$ cat config.mk
export PLATFORM = sky130hd
export DESIGN_NAME = quad_pwm_cfg_scheduler
export DESIGN_NICKNAME = d
export VERILOG_FILES = /design/src/rtl/quad_pwm_cfg_scheduler_pkg.sv /design/src/rtl/quad_pwm_commit_fsm.sv /design/src/rtl/quad_pwm_cfg_scheduler.sv
export SDC_FILE = /design/constraint.sdc
export NUM_CORES = 1
export LEC_CHECK = 0
export CORE_MARGIN = 8
export CORE_UTILIZATION = 37
export DETAILED_ROUTE_END_ITERATION = 8
export PLACE_DENSITY_LB_ADDON = 0.08
export SKIP_CTS_REPAIR_TIMING = 1
export SLEW_MARGIN = 20
export SYNTH_ARGS = -nofsm -noshare
export SYNTH_HDL_FRONTEND = slang
export SYNTH_HIERARCHICAL = 1
export SYNTH_SLANG_ARGS = --single-unit
$ cat constraint.sdc
create_clock -name wb_clk_i -period 7 [get_ports wb_clk_i]
set_input_delay 1.05 -clock wb_clk_i [delete_from_list [all_inputs] [get_ports wb_clk_i]]
set_output_delay 1.05 -clock wb_clk_i [all_outputs]
set_load 0.01 [all_outputs]
$ cat src/rtl/quad_pwm_cfg_scheduler_pkg.sv
// Shared definitions for the quad PWM configuration scheduler:
// register offsets (relative to BASE_ADDR, low 5 bits), CTRL/STATUS bit
// indices, the commit FSM state encoding and a byte-lane merge helper.
package quad_pwm_cfg_scheduler_pkg;

    localparam logic [4:0] OFF_CTRL   = 5'h00;
    localparam logic [4:0] OFF_PERIOD = 5'h04;
    localparam logic [4:0] OFF_DUTY0  = 5'h08;
    localparam logic [4:0] OFF_DUTY1  = 5'h0C;
    localparam logic [4:0] OFF_DUTY2  = 5'h10;
    localparam logic [4:0] OFF_DUTY3  = 5'h14;
    localparam logic [4:0] OFF_STATUS = 5'h18;
    localparam logic [4:0] OFF_IRQ_EN = 5'h1C;

    localparam int CTRL_COMMIT    = 0;
    localparam int CTRL_FAULT_CLR = 1;

    localparam int STAT_PENDING = 0;
    localparam int STAT_FAULT   = 1;
    localparam int STAT_DONE    = 2;

    typedef enum logic {
        ST_IDLE    = 1'b0,
        ST_PENDING = 1'b1
    } commit_state_t;

    // Replace only the byte lanes selected by sel.
    function automatic logic [31:0] byte_merge(input logic [31:0] old_val,
                                               input logic [31:0] wr_val,
                                               input logic [3:0]  sel);
        logic [31:0] m;
        for (int b = 0; b < 4; b++) begin
            m[b*8 +: 8] = {8{sel[b]}};
        end
        return (old_val & ~m) | (wr_val & m);
    endfunction

endpackage

$ cat src/rtl/quad_pwm_commit_fsm.sv
// Commit scheduler: IDLE/PENDING state machine.
// Ports:
//   clk, rst      clock, asynchronous active-high reset
//   commit_req    one-cycle pulse: COMMIT=1 written this cycle
//   period_end    PWM counter wrap strobe from the datapath
//   dp_idle       all effective channel enables are 0
//   pending       high while a commit is waiting
//   commit_stb    one-cycle pulse; the register file commits on this edge
module quad_pwm_commit_fsm
    import quad_pwm_cfg_scheduler_pkg::*;
(
    input  logic clk,
    input  logic rst,
    input  logic commit_req,
    input  logic period_end,
    input  logic dp_idle,
    output logic pending,
    output logic commit_stb
);

    commit_state_t state, state_nxt;

    always_ff @(posedge clk or posedge rst) begin
        if (rst) begin
            state <= ST_IDLE;
        end else begin
            state <= state_nxt;
        end
    end

    // period_end is only looked at once PENDING, so a strobe coinciding
    // with the COMMIT write is deliberately ignored. Further COMMIT
    // writes while PENDING fall through unchanged.
    always_comb begin
        state_nxt  = state;
        commit_stb = 1'b0;
        pending    = 1'b0;
        case (state)
            ST_IDLE: begin
                if (commit_req) begin
                    state_nxt = ST_PENDING;
                end
            end
            ST_PENDING: begin
                pending = 1'b1;
                if (period_end || dp_idle) begin
                    commit_stb = 1'b1;
                    state_nxt  = ST_IDLE;
                end
            end
            default: state_nxt = ST_IDLE;
        endcase
    end

endmodule

$ cat src/rtl/quad_pwm_cfg_scheduler.sv
// Wishbone configuration controller for the quad PWM FET driver.
// Shadow period/duty/enable registers are committed atomically to the
// active outputs only at a PWM period boundary (or immediately when the
// datapath is idle). Includes a fault latch that masks enables and
// registered interrupt outputs.
// Ports:
//   wb_clk_i, wb_rst_i      clock, asynchronous active-high reset
//   wbs_*                   wishbone slave (stb/cyc/we/sel/dat/adr in, ack/dat out)
//   period_end_i            PWM wrap strobe
//   fault_i                 synchronised FET fault level
//   cfg_period_o            active period
//   cfg_duty_o              active duties, channel n at [n*WIDTH +: WIDTH]
//   cfg_en_o                active enables masked by fault (combinational)
//   irq_o                   {0, fault irq, commit_done irq}, registered
module quad_pwm_cfg_scheduler
    import quad_pwm_cfg_scheduler_pkg::*;
#(
    parameter logic [31:0] BASE_ADDR = 32'h3000_0000,
    parameter int          WIDTH     = 16
) (
    input  logic               wb_clk_i,
    input  logic               wb_rst_i,
    input  logic               wbs_stb_i,
    input  logic               wbs_cyc_i,
    input  logic               wbs_we_i,
    input  logic [3:0]         wbs_sel_i,
    input  logic [31:0]        wbs_dat_i,
    input  logic [31:0]        wbs_adr_i,
    output logic               wbs_ack_o,
    output logic [31:0]        wbs_dat_o,
    input  logic               period_end_i,
    input  logic               fault_i,
    output logic [WIDTH-1:0]   cfg_period_o,
    output logic [4*WIDTH-1:0] cfg_duty_o,
    output logic [3:0]         cfg_en_o,
    output logic [2:0]         irq_o
);

    function automatic logic [31:0] to_word(input logic [WIDTH-1:0] v);
        logic [31:0] w;
        w = '0;
        w[WIDTH-1:0] = v;
        return w;
    endfunction

    function automatic logic [WIDTH-1:0] merge_w(input logic [WIDTH-1:0] old_val,
                                                 input logic [31:0]      wr_val,
                                                 input logic [3:0]       sel);
        logic [31:0] t;
        t = byte_merge(to_word(old_val), wr_val, sel);
        return t[WIDTH-1:0];
    endfunction

    function automatic logic [WIDTH-1:0] sat_duty(input logic [WIDTH-1:0] duty,
                                                  input logic [WIDTH-1:0] period);
        return (duty > period) ? period : duty;
    endfunction

    logic [WIDTH-1:0] shadow_period;
    logic [WIDTH-1:0] shadow_duty [4];
    logic [3:0]       shadow_en;
    logic [1:0]       irq_en;
    logic [WIDTH-1:0] active_period;
    logic [WIDTH-1:0] active_duty [4];
    logic [3:0]       active_en;
    logic             commit_done;
    logic             fault_latched;
    logic             ack_q;
    logic [31:0]      dat_q;
    logic [2:0]       irq_q;

    logic [31:0] offset;
    logic [4:0]  reg_sel;
    logic        in_range;
    logic        hit;
    logic        wr;
    logic        commit_req;
    logic        fault_clr;
    logic        done_clr;
    logic        pending;
    logic        commit_stb;
    logic [31:0] rdata;

    // Full 32-bit subtract so aliases such as BASE_ADDR+0x40 never decode.
    assign offset   = wbs_adr_i - BASE_ADDR;
    assign reg_sel  = offset[4:0];
    assign in_range = (offset[31:5] == '0) && (offset[1:0] == 2'b00);
    // Gating with ack_q forces the idle cycle after every ack.
    assign hit      = wbs_stb_i && wbs_cyc_i && in_range && !ack_q;
    assign wr       = hit && wbs_we_i;

    assign commit_req = wr && (reg_sel == OFF_CTRL)   && wbs_sel_i[0] && wbs_dat_i[CTRL_COMMIT];
    assign fault_clr  = wr && (reg_sel == OFF_CTRL)   && wbs_sel_i[0] && wbs_dat_i[CTRL_FAULT_CLR];
    assign done_clr   = wr && (reg_sel == OFF_STATUS) && wbs_sel_i[0] && wbs_dat_i[STAT_DONE];

    assign cfg_en_o = active_en & ~{4{fault_i | fault_latched}};

    quad_pwm_commit_fsm u_commit_fsm (
        .clk        (wb_clk_i),
        .rst        (wb_rst_i),
        .commit_req (commit_req),
        .period_end (period_end_i),
        .dp_idle    (cfg_en_o == 4'b0000),
        .pending    (pending),
        .commit_stb (commit_stb)
    );

    always_comb begin
        rdata = '0;
        case (reg_sel)
            OFF_CTRL:   rdata[7:4] = shadow_en;
            OFF_PERIOD: rdata = to_word(shadow_period);
            OFF_DUTY0:  rdata = to_word(shadow_duty[0]);
            OFF_DUTY1:  rdata = to_word(shadow_duty[1]);
            OFF_DUTY2:  rdata = to_word(shadow_duty[2]);
            OFF_DUTY3:  rdata = to_word(shadow_duty[3]);
            OFF_STATUS: begin
                rdata[STAT_PENDING] = pending;
                rdata[STAT_FAULT]   = fault_latched;
                rdata[STAT_DONE]    = commit_done;
            end
            OFF_IRQ_EN: rdata[1:0] = irq_en;
            default:    rdata = '0;
        endcase
    end

    always_ff @(posedge wb_clk_i or posedge wb_rst_i) begin
        if (wb_rst_i) begin
            ack_q         <= 1'b0;
            dat_q         <= '0;
            shadow_period <= '0;
            shadow_en     <= '0;
            irq_en        <= '0;
            active_period <= '0;
            active_en     <= '0;
            commit_done   <= 1'b0;
            fault_latched <= 1'b0;
            irq_q         <= '0;
            for (int i = 0; i < 4; i++) begin
                shadow_duty[i] <= '0;
                active_duty[i] <= '0;
            end
        end else begin
            ack_q <= hit;
            dat_q <= (hit && !wbs_we_i) ? rdata : '0;

            if (wr) begin
                case (reg_sel)
                    OFF_CTRL:   if (wbs_sel_i[0]) shadow_en <= wbs_dat_i[7:4];
                    OFF_PERIOD: shadow_period <= merge_w(shadow_period, wbs_dat_i, wbs_sel_i);
                    OFF_IRQ_EN: if (wbs_sel_i[0]) irq_en <= wbs_dat_i[1:0];
                    default: ;
                endcase
                for (int i = 0; i < 4; i++) begin
                    if (reg_sel == OFF_DUTY0 + 5'(4*i)) begin
                        shadow_duty[i] <= merge_w(shadow_duty[i], wbs_dat_i, wbs_sel_i);
                    end
                end
            end

            // Shadow values sampled here are those present before any
            // write landing on the same edge.
            if (commit_stb) begin
                active_period <= shadow_period;
                active_en     <= shadow_en;
                for (int i = 0; i < 4; i++) begin
                    active_duty[i] <= sat_duty(shadow_duty[i], shadow_period);
                end
            end

            // A commit on the same edge as a write-1-to-clear wins.
            if (commit_stb) begin
                commit_done <= 1'b1;
            end else if (done_clr) begin
                commit_done <= 1'b0;
            end

            if (fault_i) begin
                fault_latched <= 1'b1;
            end else if (fault_clr) begin
                fault_latched <= 1'b0;
            end

            irq_q <= {1'b0, fault_latched & irq_en[1], commit_done & irq_en[0]};
        end
    end

    always_comb begin
        cfg_duty_o = '0;
        for (int i = 0; i < 4; i++) begin
            cfg_duty_o[i*WIDTH +: WIDTH] = active_duty[i];
        end
    end

    assign cfg_period_o = active_period;
    assign wbs_ack_o    = ack_q;
    assign wbs_dat_o    = dat_q;
    assign irq_o        = irq_q;

endmodule

==> results of run 1 <==
## worst reg2reg max path, stage by stage (launching register included)
cell and delay, ns:
dfrtp_1 0.39, nor2_1 0.10, and2_1 0.18, nor4_1 0.28, nor2_1 0.13, nor2b_4 0.76
buf_4 0.50, nand2_1 0.32, a311oi_1 0.34, or3_1 0.17
## logic make-up after synthesis
kind of cell	Yosys count	synth area share, %
adder cells (fa/ha/maj)	65	7.05
flip-flops	192	41.7
buffers and inverters	203	7.24
multiplexers	101	9.97
AND/OR/NAND/NOR	407	18.8
other	1	0.0325
AO/OA/AOI/OAI	256	15.2
## power by group
part / switching [mW] / total, mW / internal (mW)
Sequential: 0.000000000344 / 1.11 / 1.11
Combinational: 0.0554 / 0.0904 / 0.0350
Clock: 0.508 / 1.03 / 0.522
Total: 0.564 / 2.23 / 1.67
## per-stage QoR
step | hold slack [ns] | setup slack [ns]
after floorplan | 0.463 | 0.751
after global placement | 0.498 | 2.64
after detailed placement | 0.494 | 2.60
after CTS | 0.519 | 3.06
after global routing | 0.531 | 2.84
final | 0.516 | 3.09
## synth_stat cells, types with 6 or more instances
library cell	n
dfrtp_1	192
nand2_1	117
inv_1	105
o21ai_0	97
mux2_2	79
nor4_1	72
nand3_1	69
ha_1	65
a311oi_1	64
clkbuf_1	64
or3_1	64
a21oi_1	35
nand4_1	18
buf_4	17
nor2_1	17
buf_1	15
mux2i_1	14
nor2b_1	10
a222oi_1	9
mux2_4	8
nand2_2	8
and2_1	6
## area by class of cell
type | count | area [um2]
sequential | 192 | 4800
clock inverter | 14 | 170
tap | 396 | 495
fill | 2914 | 16600
timing repair buffer | 173 | 1710
inverter | 105 | 402
multi-input combinational | 846 | 6030
clock buffer | 18 | 439
## routing by layer
| metal | wire [um] | up-vias | track usage (%) |
|---|---|---|---|
| li1 | - | 4690 | - |
| met1 | 18400 | 4976 | 30.0 |
| met2 | 18900 | 372 | 34.4 |
| met3 | 2890 | 55 | 4.23 |
| met4 | 1020 | 0 | 7.20 |
| met5 | 0 | - | 0 |
## how the worst max path moves through the flow
stage,cells past startpoint,slack [ns],start,end
after floorplan,1,0.75,wb_rst_i,asynchronous set/reset pin
after CTS,7,3.06,wbs_adr_i[28],flop
after global placement,10,2.64,fault_i,cfg_duty_o[4]
after global routing,10,2.84,fault_i,cfg_duty_o[53]
final,10,3.09,fault_i,cfg_duty_o[5]
after detailed placement,7,2.60,wbs_adr_i[28],flop
==> results.yml, run 1 <==
cells_and_area:
  layout_common_cells: "192 x dfrtp_1, 159 x clkdlybuf4s50_1, 117 x nand2_1"
  syn_to_final_growth_pct: 21.9
  nNetsFinal: 1475
  final_util_pct: 45.8
  mostFrequentLayoutCell: "dfrtp_1"
  stdcell_count: 1744
  final_layout_size_suffix_gt1_share_pct: 12.6
  design_area_mm2: 0.0141
  diodes: 0
setup_path:
  worstRegToRegCells: 9
  worst_ep_required_time_ns: 7.38
  critPathArrivalTime_ns: 4.29
  cp_common_cell: "nor2_1"
  critPathMaxStageDelay_ns: 0.76
  cp_max_fo: 40
  cp-start-kind: "input port"
  rrSetupSlack_ns: 3.76
  critical-path-slowest-cell: "nor2b_4"
  path_delay_family: "simple AND/OR/NAND/NOR gates"
  critPathKind: "input port to flop"
  rr_startpoint: "fault_latched"
  reg2reg_to: "cfg_duty_o[5]"
  path_cells: "clkdlybuf4s50_1 -> nor2_1 -> and2_1 -> nor4_1 -> nor2_1 -> nor2b_4 -> buf_4 -> nand2_1 -> a311oi_1 -> or3_1"
  cp-end-kind: "flop"
  path_buf_inv: 2
place:
  gp_congestion: 0.850
  dpl_cell_area_mm2: 0.0134
  portBuffers: 159
  dp_hpwl_mm: 29.3
  place_inst: 1712
synth:
  syn_avg_cell_area_um2: 9.41
  synth.distinct_cells: 55
  ys_top_cells_by_area: "dfrtp_1 42%, mux2_2 7.7%, ha_1 7.1%, a311oi_1 4.9%, o21ai_0 4.2%"
  synth_seq_cells: 192
  synth.largest_area_cell: "dfrtp_1"
  synthFlopType: "dfrtp_1"
  yosys.area.top_type_share_pct: 41.7
  ys_seq_area_share_pct: 41.7
  async_flop_share_pct: 100
  synthCells: 1225
  yosysWarnings: 6
  syn_area_mm2: 0.0115
  synth_edf_count: 0
die:
  dieHeight_um: 193
  die-area_mm2: 0.0371
  initial_core_util_pct: 37.6
  io_pins: 195
  die-width_um: 193
  rows: 64
  core_area_mm2: 0.0307
run_status:
  status: "completed"
flow_run:
  maxCapViolCount: 0
global_route:
  antenna_found_initial: 0
  overflow: 0
  grt_pass1_wl_mm: 61.6
  grt_pass1_vias: 9779
  grt_max_degree: 136
  track_usage_pct: 21.9
sta:
  rsz0062_at_grt: "false"
  hold_viol: 0
  clock_skew_ns: 0.0227
  fin_crit_sh_pct: 55.9
  finalSetupTns_ns: 0
  relSlewSlack_pct: 24.1
  setup_viol: 0
  slew_violations: 0
  max_freq_ghz: 0.256
  timing.final.crit_period_ns: 3.91
  tightest_slew_ns: 1.14
drt:
  antenna_left: 0
  vias_per_cell: 5.79
  drt_iter0_markers: 885
  post-route-drc-count: 0
  routed_wl_mm: 41.2
  avgRoutedWirePerCell_um: 23.6
  num_vias: 10093
  drt-pass1-iter-count: 5
clocking:
  numClockSinks: 192
  cts_buffers: 17
  cts_buffer_depth: 2
  root_buffer: "clkbuf_16"
  tritoncts: "done"
  clk_latency_ns: 0.45
  clk_pin_slew_ns: 0.08
  htree_levels: 4
power:
  p_total_mw: 2.23
  p_leak_nw: 6.14
  power.density_mw_per_mm2: 159
  ir_worst_vdd_uv: 150
hold_path:
  whs_path_depth: 1
  hp-start: "active_en[3]"
  hp-class: "flop to flop"
  holdPathEnd: "active_en[3]"
No activity file was read; power rests on OpenSTA's default activity.
==> run 2, diff against run 1 <==
==> constraint.sdc (replaced) <==
create_clock -name wb_clk_i -period 4.1 [get_ports wb_clk_i]
set_input_delay 0.615 -clock wb_clk_i [delete_from_list [all_inputs] [get_ports wb_clk_i]]
set_output_delay 0.615 -clock wb_clk_i [all_outputs]
set_load 0.01 [all_outputs]
==> results.yml, run 2 (same netlist as run 1, synthesis figures left out) <==
run_status:
  status: "completed"
drt:
  drt-pass1-iter-count: 5
  antenna_left: 0
  vias_per_cell: 5.73
  num_vias: 10108
  drt_iter0_markers: 905
  routed_wl_mm: 41.2
  post-route-drc-count: 0
  avgRoutedWirePerCell_um: 23.4
setup_path:
  worstRegToRegCells: 7
  cp-end-kind: "flop"
  worst_ep_required_time_ns: 4.43
  cp_max_fo: 8
  critPathKind: "input port to flop"
  cp-start-kind: "input port"
  critPathArrivalTime_ns: 3.29
die:
  initial_core_util_pct: 37.6
  io_pins: 195
  die-width_um: 193
  die-area_mm2: 0.0371
  core_area_mm2: 0.0307
  rows: 64
  dieHeight_um: 193
flow_run:
  maxCapViolCount: 0
clocking:
  clk_latency_ns: 0.45
  tritoncts: "done"
  htree_levels: 4
  numClockSinks: 192
  cts_buffer_depth: 2
  root_buffer: "clkbuf_16"
  clk_pin_slew_ns: 0.08
  cts_buffers: 17
power:
  cell_internal_pwr_mw: 2.78
  p_clk_share_pct: 45.7
  p_comb_share_pct: 4.3
  p_leak_nw: 6.22
  pwr-share-seq_pct: 50.0
  swShare_pct: 26.5
  switching_power_mw: 1.00
  ir_worst_vdd_uv: 251
  power.density_mw_per_mm2: 266
cells_and_area:
  nNetsFinal: 1494
  final_util_pct: 46.3
  design_area_mm2: 0.0142
  syn_to_final_growth_pct: 23.2
  nFillCells: 2981
  final_layout_size_suffix_gt1_share_pct: 13.2
  mostFrequentLayoutCell: "dfrtp_1"
  layout_common_cells: "192 x dfrtp_1, 159 x clkdlybuf4s50_1, 117 x nand2_1"
  diodes: 0
place:
  gp_congestion: 0.849
  dpl_cell_area_mm2: 0.0136
  dp_hpwl_mm: 29.9
  portBuffers: 159
sta:
  rsz0062_at_grt: "false"
  tightest_slew_ns: 0.726
  max_freq_ghz: 0.338
  holdWs_ns: 0.370
  slew_violations: 0
  clock_skew_ns: 0.0138
  relSlewSlack_pct: 51.6
  timing.final.crit_period_ns: 2.96
  hold_viol: 0
  finalSetupTns_ns: 0
  setup_viol: 0
  fin_crit_sh_pct: 72.1
global_route:
  grt_max_degree: 97
  grt_pass1_vias: 9877
  overflow: 0
  track_usage_pct: 22.2
  antenna_found_initial: 0
  grt_pass1_wl_mm: 62.3
hold_path:
  hp-class: "input port to asynchronous set/reset pin"
run 2: cell types whose count changed in the layout (fill, tap and decap cells not counted), moves of 4 or more:
cell,delta
buf_4,+14
buf_12,+5
o21ai_1,+4
o21ai_2,-4
run 2: area by class of cell:
cell class	count	area [um2]	area share, %
inverter	105	398	2.80
multi-input combinational	846	5990	42.2
tap	396	495	3.49
sequential	192	4800	33.8
clock buffer	17	425	3.00
clock inverter	15	174	1.22
timing repair buffer	192	1910	13.5
run 2: critical path: stages:
cell             delay, ns
clkdlybuf4s50_1       0.45
ha_1                  0.31
nor4b_1               0.26
nand4_1               0.32
a2111oi_4             0.60
nand3_2               0.37
mux2_2                0.36
run 2: power by group through the flow:
| stage | sequential (mW) | clock [mW] | combinational [mW] |
|---|---|---|---|
| 3_5_place_dp | 1.93 | 0 | 0.165 |
| 6_report | 1.89 | 1.73 | 0.163 |
| 4_1_cts | 1.89 | 1.76 | 0.165 |
| 3_3_place_gp | 1.93 | 0 | 0.163 |
| 5_1_grt | 1.89 | 1.84 | 0.181 |
| 2_1_floorplan | 1.93 | 0 | 0.0726 |
run 2: worst paths after layout:
check,startpoint,endpoint,slack [ns]
max,wbs_adr_i[28],flop,1.14
min,wb_rst_i,u_commit_fsm/state,0.37
max reg2reg,flop,cfg_duty_o[40],1.39
min reg2reg,cfg_period_o[9],cfg_period_o[9],0.52
max in group asynchronous,wb_rst_i,cfg_duty_o[34],2.76
min in group wb_clk_i,cfg_period_o[9],cfg_period_o[9],0.52
run 2: through the flow:
step           power [mW]  cells  setup WS (ns)
6_report             3.78   1763           1.14
2_1_floorplan        2.00   1241           1.02
5_1_grt              3.91   1763          0.932
4_1_cts              3.82   1762           1.12
3_3_place_gp         2.09   1730          0.672
3_5_place_dp         2.09   1730          0.656
run 2: metal layers:
layer  routed length (um)  vias to the layer above  global-route usage, %
li1                     -                     4741                      -
met1                19100                     4965                   31.9
met2                18300                      349                   33.7
met3                 2570                       53                   3.36
met4                 1140                        0                   7.78
met5                    0                        -                      0
==> run 3, diff against run 2 <==
==> constraint.sdc (replaced) <==
create_clock -name wb_clk_i -period 2.7 [get_ports wb_clk_i]
set_input_delay 0.405 -clock wb_clk_i [delete_from_list [all_inputs] [get_ports wb_clk_i]]
set_output_delay 0.405 -clock wb_clk_i [all_outputs]
set_load 0.01 [all_outputs]
==> results.yml, run 3 (same netlist as run 1, synthesis figures left out) <==
run_status:
  status: "completed"
sta:
  setup_viol: 0
  hold_viol: 0
  clock_skew_ns: 0.0143
  setup_ws_ns: 0.179
  max_freq_ghz: 0.397
  finalSetupTns_ns: 0
  relSlewSlack_pct: 57.5
  timing.final.crit_period_ns: 2.52
  slew_violations: 0
  rsz0062_at_grt: "false"
  tightest_slew_ns: 0.631
  fin_crit_sh_pct: 93.4
die:
  die-width_um: 193
  initial_core_util_pct: 37.6
  core_area_mm2: 0.0307
  rows: 64
  die-area_mm2: 0.0371
  io_pins: 195
  dieHeight_um: 193
clocking:
  cts_buffers: 17
  tritoncts: "done"
  cts_buffer_depth: 2
  clk_latency_ns: 0.44
  clk_pin_slew_ns: 0.08
  numClockSinks: 192
  root_buffer: "clkbuf_16"
  htree_levels: 4
setup_path:
  cp_max_fo: 32
  worst_ep_required_time_ns: 3.02
  path_cells: "inv_1 -> ha_1 -> nand4_1 -> nor4_2 -> buf_12 -> a311oi_1 -> or3_1"
  cp-end-kind: "flop"
  rrSetupSlack_ns: 0.18
  critical-path-slowest-cell: "nor4_2"
  critPathKind: "flop to flop"
  worstRegToRegCells: 7
  critPathArrivalTime_ns: 2.84
  cp-start-kind: "flop"
  critPathMaxStageDelay_ns: 0.51
  reg2reg_to: "cfg_duty_o[44]"
  path_buf_inv: 2
  path_delay_family: "simple AND/OR/NAND/NOR gates"
power:
  p_leak_nw: 6.69
  power.density_mw_per_mm2: 385
  ir_worst_vdd_uv: 371
  p_total_mw: 5.78
place:
  gp_congestion: 0.893
  dp_hpwl_mm: 31.5
  dpl_cell_area_mm2: 0.0144
  place_ws_ns: -0.247
  portBuffers: 159
cells_and_area:
  diodes: 0
  layout_common_cells: "192 x dfrtp_1, 159 x clkdlybuf4s50_1, 117 x nand2_1"
  syn_to_final_growth_pct: 30.0
  final_layout_size_suffix_gt1_share_pct: 18.8
  multi_input_area_mm2: 0.00599
  design_area_mm2: 0.0150
  mostFrequentLayoutCell: "dfrtp_1"
  seq_area_mm2: 0.00480
  final_util_pct: 48.9
  nFillCells: 2894
  nNetsFinal: 1587
drt:
  vias_per_cell: 5.73
  avgRoutedWirePerCell_um: 22.8
  routed_wl_mm: 42.4
  post-route-drc-count: 0
  drt_iter0_markers: 969
  num_vias: 10641
  antenna_left: 0
  drt-pass1-iter-count: 6
global_route:
  antenna_found_initial: 0
  grt_max_degree: 63
  grt_pass1_wl_mm: 63.7
  overflow: 0
  track_usage_pct: 22.7
  grt_pass1_vias: 10006
flow_run:
  maxCapViolCount: 0
hold_path:
  hp-class: "input port to asynchronous set/reset pin"
## run 3: cell types whose count changed in the layout (fill, tap and decap cells not counted), sizes merged
| cell | change |
|---|---|
| clkinvlp | -1 |
| inv | +5 |
| clkinv | -5 |
| buf | +93 |
| bufinv | +1 |
## run 3: routing by layer
metal / vias to the layer above / part of all wire (%) / global-route usage (%)
li1: 4934 / - / -
met1: 5263 / 45 / 31.8
met2: 405 / 46 / 35.6
met3: 39 / 7.2 / 4.21
met4: 0 / 1.9 / 5.49
met5: - / 0 / 0
## run 3: through the flow
step	std cells	hold slack, ns
CTS	1856	0.152
detailed placement	1824	0.499
floorplan	1241	0.134
global route	1856	0.157
global placement	1824	0.495
finish	1856	0.165
## run 3: where the power goes
group          total (mW)  internal [mW]  leakage, nW  switching (mW)
sequential           2.87           2.87         2.24  0.000000000741
combinational       0.254          0.105         4.16           0.150
clock                2.65           1.33        0.291            1.32
total                5.78           4.30         6.69            1.47
## run 3: worst max path at each step
| stage | start | end | cells past startpoint |
|---|---|---|---|
| 2_1_floorplan | wb_rst_i | asynchronous set/reset pin | 1 |
| 3_3_place_gp | wbs_adr_i[28] | wbs_dat_o[3] | 8 |
| 3_5_place_dp | wbs_adr_i[28] | wbs_dat_o[9] | 8 |
| 4_1_cts | flop | cfg_duty_o[56] | 7 |
| 5_1_grt | flop | cfg_duty_o[45] | 8 |
| 6_report | flop | cfg_duty_o[44] | 7 |
## run 3: worst register-to-register path: stages, from the launching register on
cell and delay (ns):
dfrtp_1 0.37, inv_1 0.18, ha_1 0.38, nand4_1 0.26, nor4_2 0.51, buf_12 0.24, a311oi_1 0.08, or3_1 0.38
## run 3: layout make-up
type                       count  area share (%)
inverter                     105            2.65
clock buffer                  17            2.84
clock inverter                15            1.09
timing repair buffer         285            18.1
sequential                   192            32.1
multi-input combinational    846            40.0
tap                          396            3.31
